==> config.mk <==
export PLATFORM = sky130hd
export DESIGN_NAME = qq_cmd_fe
export DESIGN_NICKNAME = d
export VERILOG_FILES = /design/src/rtl/qq_cmd_fe.sv
export SDC_FILE = /design/constraint.sdc
export NUM_CORES = 1
export LEC_CHECK = 0
export ABC_AREA = 1
export BUFFER_PORTS_ARGS = -buffer_cell sky130_fd_sc_hd__buf_2
export CAP_MARGIN = 10
export CORE_MARGIN = 2
export CORE_UTILIZATION = 58
export CTS_BUF_LIST = sky130_fd_sc_hd__clkbuf_2
export CTS_CLUSTER_SIZE = 14
export DETAILED_ROUTE_END_ITERATION = 8
export PLACE_DENSITY_LB_ADDON = 0.05
export SYNTH_ARGS = -nofsm -noshare
export SYNTH_HDL_FRONTEND = slang
export SYNTH_SLANG_ARGS = --single-unit
==> constraint.sdc <==
create_clock -name clk -period 2.4 [get_ports clk]
set_input_delay 0 -clock clk [delete_from_list [all_inputs] [get_ports clk]]
set_output_delay 0 -clock clk [all_outputs]
set_load 0.05 [all_outputs]
==> src/rtl/qq_cmd_fe.sv <==
// Command front end for the quick-queue: buffers {op,kv} requests, issues
// single-cycle enq/deq/repl pulses when the queue is ready, returns removed min.

package pq_pkg;
  typedef struct packed {
    logic [7:0] key;
    logic [7:0] val;
  } kv_t;

  localparam kv_t KV_EMPTY = '{key: 8'hff, val: 8'hff};
endpackage

module qq_cmd_fe
  import pq_pkg::*;
#(
  parameter int unsigned FD  = 4,
  parameter int unsigned GAP = 1
) (
  input  logic       clk,
  input  logic       rst,
  input  logic       cmd_valid_i,
  output logic       cmd_ready_o,
  input  logic [1:0] cmd_op_i,
  input  kv_t        cmd_kv_i,
  output logic       pq_enq_o,
  output logic       pq_deq_o,
  output logic       pq_repl_o,
  output kv_t        pq_kv_o,
  input  kv_t        pq_min_i,
  input  logic       pq_rdy_i,
  input  logic       pq_full_i,
  input  logic       pq_empty_i,
  output logic       resp_valid_o,
  input  logic       resp_ready_i,
  output kv_t        resp_kv_o,
  output logic       resp_err_o,
  output logic [7:0] drop_cnt_o
);

  localparam int unsigned AW = $clog2(FD);
  localparam int unsigned GW = (GAP > 1) ? $clog2(GAP) : 1;

  localparam logic [1:0] OpNop  = 2'd0;
  localparam logic [1:0] OpEnq  = 2'd1;
  localparam logic [1:0] OpDeq  = 2'd2;
  localparam logic [1:0] OpRepl = 2'd3;

  localparam logic [1:0] StIdle  = 2'd0;
  localparam logic [1:0] StIssue = 2'd1;
  localparam logic [1:0] StCool  = 2'd2;

  logic [1:0]    op_mem [FD];
  kv_t           kv_mem [FD];
  logic [AW-1:0] wr_ptr_q, rd_ptr_q;
  logic [AW:0]   count_q;
  logic          fifo_full, fifo_empty, push, pop;
  logic [1:0]    head_op;
  kv_t           head_kv;

  logic [1:0]    state_q, state_d;
  logic [GW-1:0] cool_cnt_q, cool_cnt_d;
  kv_t           kv_hold_q;
  logic          resp_valid_q, resp_err_q;
  kv_t           resp_kv_q;
  logic [7:0]    drop_cnt_q;

  logic in_issue, is_enq, is_rm, drop;

  assign fifo_full   = (count_q == (AW + 1)'(FD));
  assign fifo_empty  = (count_q == '0);
  assign cmd_ready_o = !fifo_full && !rst;
  // NOPs are handshaken but never stored.
  assign push        = cmd_valid_i && cmd_ready_o && (cmd_op_i != OpNop);
  assign pop         = in_issue;
  assign head_op     = op_mem[rd_ptr_q];
  assign head_kv     = kv_mem[rd_ptr_q];

  assign in_issue = (state_q == StIssue) && !rst;
  assign is_enq   = (head_op == OpEnq);
  assign is_rm    = (head_op == OpDeq) || (head_op == OpRepl);
  assign drop     = in_issue && ((is_enq && pq_full_i) || (is_rm && pq_empty_i));

  // Legality is judged on the queue flags of the issue cycle itself.
  assign pq_enq_o  = in_issue && is_enq && !pq_full_i;
  assign pq_deq_o  = in_issue && (head_op == OpDeq) && !pq_empty_i;
  assign pq_repl_o = in_issue && (head_op == OpRepl) && !pq_empty_i;
  assign pq_kv_o   = in_issue ? head_kv : kv_hold_q;

  assign resp_valid_o = resp_valid_q;
  assign resp_kv_o    = resp_kv_q;
  assign resp_err_o   = resp_err_q;
  assign drop_cnt_o   = drop_cnt_q;

  // Command storage; contents need no reset since occupancy is tracked separately.
  always_ff @(posedge clk) begin
    if (push) begin
      op_mem[wr_ptr_q] <= cmd_op_i;
      kv_mem[wr_ptr_q] <= cmd_kv_i;
    end
  end

  // FIFO pointers and occupancy; pointers wrap naturally since FD is a power of two.
  always_ff @(posedge clk) begin
    if (rst) begin
      wr_ptr_q <= '0;
      rd_ptr_q <= '0;
      count_q  <= '0;
    end else begin
      if (push) wr_ptr_q <= wr_ptr_q + AW'(1);
      if (pop)  rd_ptr_q <= rd_ptr_q + AW'(1);
      if (push && !pop)      count_q <= count_q + (AW + 1)'(1);
      else if (!push && pop) count_q <= count_q - (AW + 1)'(1);
    end
  end

  // Next-state: issue only when the queue is ready; removals wait for the response slot.
  always_comb begin
    state_d    = state_q;
    cool_cnt_d = cool_cnt_q;
    unique case (state_q)
      StIdle: begin
        if (!fifo_empty && pq_rdy_i && (is_enq || !resp_valid_q)) state_d = StIssue;
      end
      StIssue: begin
        state_d    = StCool;
        cool_cnt_d = '0;
      end
      StCool: begin
        if (cool_cnt_q == GW'(GAP - 1)) state_d = StIdle;
        else cool_cnt_d = cool_cnt_q + GW'(1);
      end
      default: state_d = StIdle;
    endcase
  end

  // FSM state and cool-down counter.
  always_ff @(posedge clk) begin
    if (rst) begin
      state_q    <= StIdle;
      cool_cnt_q <= '0;
    end else begin
      state_q    <= state_d;
      cool_cnt_q <= cool_cnt_d;
    end
  end

  // Queue data output holds the last issued kv between pulses.
  always_ff @(posedge clk) begin
    if (rst)           kv_hold_q <= KV_EMPTY;
    else if (in_issue) kv_hold_q <= head_kv;
  end

  // Response register: loaded on DEQ/REPL issue, held until consumed.
  always_ff @(posedge clk) begin
    if (rst) begin
      resp_valid_q <= 1'b0;
      resp_kv_q    <= KV_EMPTY;
      resp_err_q   <= 1'b0;
    end else if (in_issue && is_rm) begin
      resp_valid_q <= 1'b1;
      resp_kv_q    <= pq_empty_i ? KV_EMPTY : pq_min_i;
      resp_err_q   <= pq_empty_i;
    end else if (resp_valid_q && resp_ready_i) begin
      resp_valid_q <= 1'b0;
    end
  end

  // Saturating count of rejected operations.
  always_ff @(posedge clk) begin
    if (rst)                             drop_cnt_q <= '0;
    else if (drop && drop_cnt_q != 8'hff) drop_cnt_q <= drop_cnt_q + 8'd1;
  end

endmodule

; Yosys cells after proc, flatten, opt, wreduce, memory -nomap -nowiden
; Memory sizes are Yosys's and may differ from the RTL's. A register that Yosys moved wholly into a read port is not among the register bits.
; Index checks and enable logic that the tools add are counted.
[word_totals]
elab_cells = 84
out_inout_bits = 46
n_memories = 2
reg_bits = 52
mem_bits_rw = 72
[op_classes]
n_eq_ne = 9
n_reduce_logical = 38
addsub = 6
n_mux = 17
[mem_list]
columns = name, words, width, rd, rd_ports_with_merged_regs, write_ports, line_no
row1 = kv_mem, 4, 16, 1, 1, 1, 53  ; kv_t kv_mem [FD];
row2 = op_mem, 4, 2, 1, 1, 1, 52  ; logic [1:0] op_mem [FD];
[ops]
columns = cell, n
row1 = two-way mux 16 bit, 2
row2 = logical AND 1 bit, 20
row3 = two-way mux 2 bit, 6
row4 = adder 8 x 1 -> 8 bit (second input constant), 1
row5 = logical NOT 1 bit, 8
row6 = != test 8 bit (second input constant), 1
row7 = nonzero test 2 bit, 4
row8 = equality test 2 bit (second input constant), 3
row9 = two-way mux 3 bit, 2
row10 = one-hot mux 2 bit (3 select lines), 1
row11 = two-way mux 1 bit, 5
row12 = adder 2 x 1 -> 2 bit (second input constant), 2
row13 = equality test 2 x 1 -> 1 bit (second input constant), 2
row14 = != test 2 bit (second input constant), 2
row15 = adder 3 x 1 -> 3 bit (second input constant), 1
row16 = equality test 3 bit (second input constant), 1
row17 = logical NOT 3 bit, 1
row18 = logical OR 1 bit, 3
row19 = subtractor 3 x 1 -> 3 bit (second input constant), 1
row20 = logical NOT 2 bit, 1
row21 = one-hot mux 1 bit (2 select lines), 1
row22 = AND reduction 2 bit, 1
row23 = adder 1 bit (second input constant), 1

; Longest topological paths before layout
[depth]
depth_word = 9
depth_mapped = 12
ltp_nobuf = 11

; Least setup slack after synthesis
; Ideal clock, no wire load.
[synth_timing]
path_type = flip-flop to flip-flop
startpoint = reg count_q[1]
endpoint = mem kv_mem[0][0] in the netlist's numbering (enable)
setup_slack_ps = -529
period_less_slack_ps = 2929
path_stages_with_launch = 5
setup_time_ps = 393
path_buffers = 0
t_required_ps = 2007
arrival_time_ps = 2537
path_cell_list = dfxtp_1 inv_1 a31oi_1 nand3b_2 nor2_1
[synth_via]
elab_chain_len = 7
[synth_lines]
columns = element, line_no
row1 = "start, declared", 55  ; logic [AW:0] count_q;
row2 = "start signal, assigned", 111  ; if (push && !pop) count_q <= count_q + (AW + 1)'(1);
row3 = "start signal, assigned", 112  ; else if (!push && pop) count_q <= count_q - (AW + 1)'(1);
row4 = equality test 3 bit, 69  ; assign fifo_full = (count_q == (AW + 1)'(FD));
row5 = logical NOT 1 bit, 71  ; assign cmd_ready_o = !fifo_full && !rst;
row6 = logical AND 1 bit, 71
row7 = named net cmd_ready_o, 22  ; output logic cmd_ready_o,
row8 = logical AND 1 bit (2 in a row), 73  ; assign push = cmd_valid_i && cmd_ready_o && (cmd_op_i != OpNop);
row9 = two-way mux 1 bit, 96  ; if (push) begin
row10 = two-way mux 1 bit (not written as such), 98  ; kv_mem[wr_ptr_q] <= cmd_kv_i;
row11 = "end, declared", 53
; The timed path passes the listed nets, and every way through them passes these cells.

==> impl_metrics.csv <==
group,metric,value,unit
cts,cts.sinks,125,
worst_setup_path,arrival,2730,ps
place,place_area,0.00558,mm^2
drt,drt-initial-drc-count,272,
sta,rsz0062_at_grt,"true",
drt,dr_total_vias,4061,
layout,fin_nets,682,
worst_setup_path,slowest_stage,"dlygate4sd3_1",
layout,fin_area,0.00643,mm^2
die,die_width,97.0,um
worst_setup_path,crit_top_cell,"nand3_2",
worst_setup_path,end_kind,"flop",
sta,setup_viol,0,
yosys,synth.avg_cell_area,10.5,um^2
yosys,synth_common_cells,"91 x nand2_1, 72 x edfxtp_1, 53 x dfxtp_1, 53 x o21ai_0, 47 x nor2_1",
global_route,grt_use_total,26.4,%
cts,clkLatencyLatePin,630,ps
cts,cts_tree,"built",
drt,route.detailed.drc,0,
yosys,async_flop_share,0,%
run_status,status,"completed",
worst_setup_path,worstSetupPathType,"flop to flop",
place,portBuffers,86,
drt,wire_per_inst,15.7,um
global_route,grt_max_degree,37,
die,die_h,97.0,um
worst_setup_path,timing.rr.end,"resp_kv_o[15]",
power,total_leakage_power,0.00249,uW
cts,cts_made_buffers,17,
yosys,synth_top_area_share,43.1,%
worst_setup_path,critPathBufInv,3,
die,die_area,0.00941,mm^2
die,fp.coreArea,0.00830,mm^2
layout,diodes,0,
worst_setup_path,worst-path-stages,8,
place,dpl.hpwl,6640,um
global_route,grt_first_pass_wirelength,19500,um
sta,skew,35.6,ps
global_route,grt_overflow,0,
drt,ant_nets,0,
layout,n_fill_cell,553,
yosys,ys_warn_count,0,
die,io_pins,87,
worst_setup_path,reg2reg_slack,250,ps
worst_setup_path,crit_family,"buffers and inverters",
cts,htreeDepth,4,
layout,area_growth,28.1,%
worst_setup_path,cp-start-kind,"flop",
sta,fmax,465,MHz
worst_setup_path,cp_slowest_stage_delay,600,ps
yosys,synth_ff_type,"edfxtp_1",
sta,worst_pin_slew,511,ps
die,row_count,33,
cts,cts-root-buf,"clkbuf_2",
yosys,yosysSeqAreaShare,64.2,%
yosys,ys_seq_elements,125,
worst_setup_path,endpoint,"resp_kv_o[15]",
worst_setup_path,path_cells,"inv_8, nand2_2, nand3_2, nand3_2, inv_1, o21ai_0, dlygate4sd3_1, nand2_1",
yosys,syn_inst,480,
worst_setup_path,crit_fanout,36,
layout,drive_gt1_share,24.0,%
power,vdd_drop_max,414,uV
power,power_density,647,mW/mm^2
drt,first_pass_iters,5,
sta,finalMaxSlewViolations,0,
yosys,syn-cell-area,0.00502,mm^2
layout,utilization,77.5,%
place,place.gp.congestion,0.832,
min_path,hold_class,"primary input to flop",
die,start_util,60.5,%
drt,vias_per_cell,5.40,
sta,final_hold_viol_count,0,
run,drv_cap,0,
yosys,synthDistinctLibCells,33,
sta,min_period,2150,ps
yosys,synth.area.top_cells,"edfxtp_1 43%, dfxtp_1 21%, nand2_1 6.8%, o21ai_0 5.3%, nor2_1 3.5%",
worst_setup_path,cp_data_required_time,2980,ps
yosys,synth_edf_count,72,
yosys,syn_nets,528,
yosys,yosysTopAreaCell,"edfxtp_1",
yosys,yosysMostFrequentCell,"nand2_1",
drt,drt-total-wl,11800,um
cts,clk_pin_slew,200,ps
global_route,first_global_vias,4023,
worst_setup_path,reg2regPathDepth,8,
cts,clock_path_buffers,2,
sta,finalCritPeriodShare,89.5,%
global_route,antenna_found_initial,0,
sta,slew_headroom,65.8,%
[routing by layer]
metal	wire, um	share of wire [%]	global-route usage (%)	vias up
met1	5020	42	33.0	1941
met5	0	0	0	-
met2	6070	51	45.1	137
li1	-	-	-	1970
met3	627	5.3	6.29	13
met4	114	0.96	8.88	0
[layout make-up]
cell class	count	area, um^2	share of cell area, %
clock buffer	19	95.1	1.48
clock inverter	13	143	2.22
tap	105	131	2.04
timing repair buffer	158	1150	17.9
inverter	29	124	1.93
multi-input combinational	303	1560	24.3
sequential	125	3230	50.2
[power breakdown]
group          leakage, uW  internal (uW)  total [uW]  switching (uW)
clock network     0.000145            491        1290             803
logic              0.00126            175         512             337
registers          0.00108           2330        2350            27.2
[cells in the final DEF (no fill, tap or decap), drive strengths merged]
| master | Yosys | final |
|---|---|---|
| a21oi | 35 | 35 |
| a31oi | 1 | 1 |
| buf | 12 | 98 |
| bufinv | 0 | 2 |
| clkbuf | 11 | 19 |
| clkinv | 0 | 7 |
| clkinvlp | 0 | 2 |
| dfxtp | 53 | 53 |
| dlygate4sd3 | 0 | 60 |
| edfxtp | 72 | 72 |
| fa | 1 | 1 |
| ha | 6 | 6 |
| inv | 29 | 31 |
| nand2 | 95 | 95 |
| nand3 | 35 | 35 |
| nand3b | 1 | 1 |
| nand4 | 3 | 3 |
| nor2 | 48 | 48 |
| nor3 | 2 | 2 |
| o21a | 1 | 1 |
| o21ai | 55 | 55 |
| o22ai | 16 | 16 |
| xor2 | 4 | 4 |
[per-stage QoR]
step	hold slack (ps)	worst slack [ps]	instances	total power, uW	setup TNS (ps)
after floorplan	98.9	137	480	2710	0
after global placement	202	405	660	2830	0
after detailed placement	209	330	660	2840	0
after CTS	24.3	19.6	751	4160	0
after global routing	14.3	-5.05	752	4340	-5.05
final	99.3	251	752	4160	0
[state kept, by name (all words and copies together), names as in the netlist, named ones only]
signal        cells
resp_kv_o        16
drop_cnt_o        8
resp_err_o        1
kv_hold_q        16
rd_ptr_q          2
state_q           2
wr_ptr_q          2
kv_mem           64
count_q           3
op_mem            8
resp_valid_o      1
[cells by family (layout without fill, tap and decap cells)]
family                     Yosys count  in the layout  synth area share, %
AOI/OAI and AO/OA                  108            108                 11.7
xor gates and xnor gates             4              4                0.698
adders and majority gates            7              7                 1.89
buffers and inverters               52            219                 4.99
DFF                                125            125                 64.2
and+or+nand+nor                    184            184                 16.5
[worst min-delay path by stage]
| stage | slack [ps] | cells past startpoint | start | endpoint |
|---|---|---|---|---|
| after floorplan | 100 | 0 | cmd_kv_i[0] | kv_mem[0][0] |
| after detailed placement | 210 | 3 | pq_min_i[6] | resp_kv_o[6] |
| after global routing | 10 | 2 | cmd_kv_i[5] | kv_mem[2][5] |
| after CTS | 20 | 2 | cmd_kv_i[5] | kv_mem[2][5] |
| final | 100 | 2 | cmd_kv_i[12] | kv_mem[0][12] |
| after global placement | 200 | 3 | pq_min_i[6] | resp_kv_o[6] |
[what timing repair did]
item / in CTS / in global routing
hold endpoints to repair: 140 / 5
hold buffers: 59 / 2
endpoints found under the setup margin: 14 / 33
gates resized for setup: 1 / 3
setup buffers: 0 / 0
No activity file was read; power rests on OpenSTA's default activity.
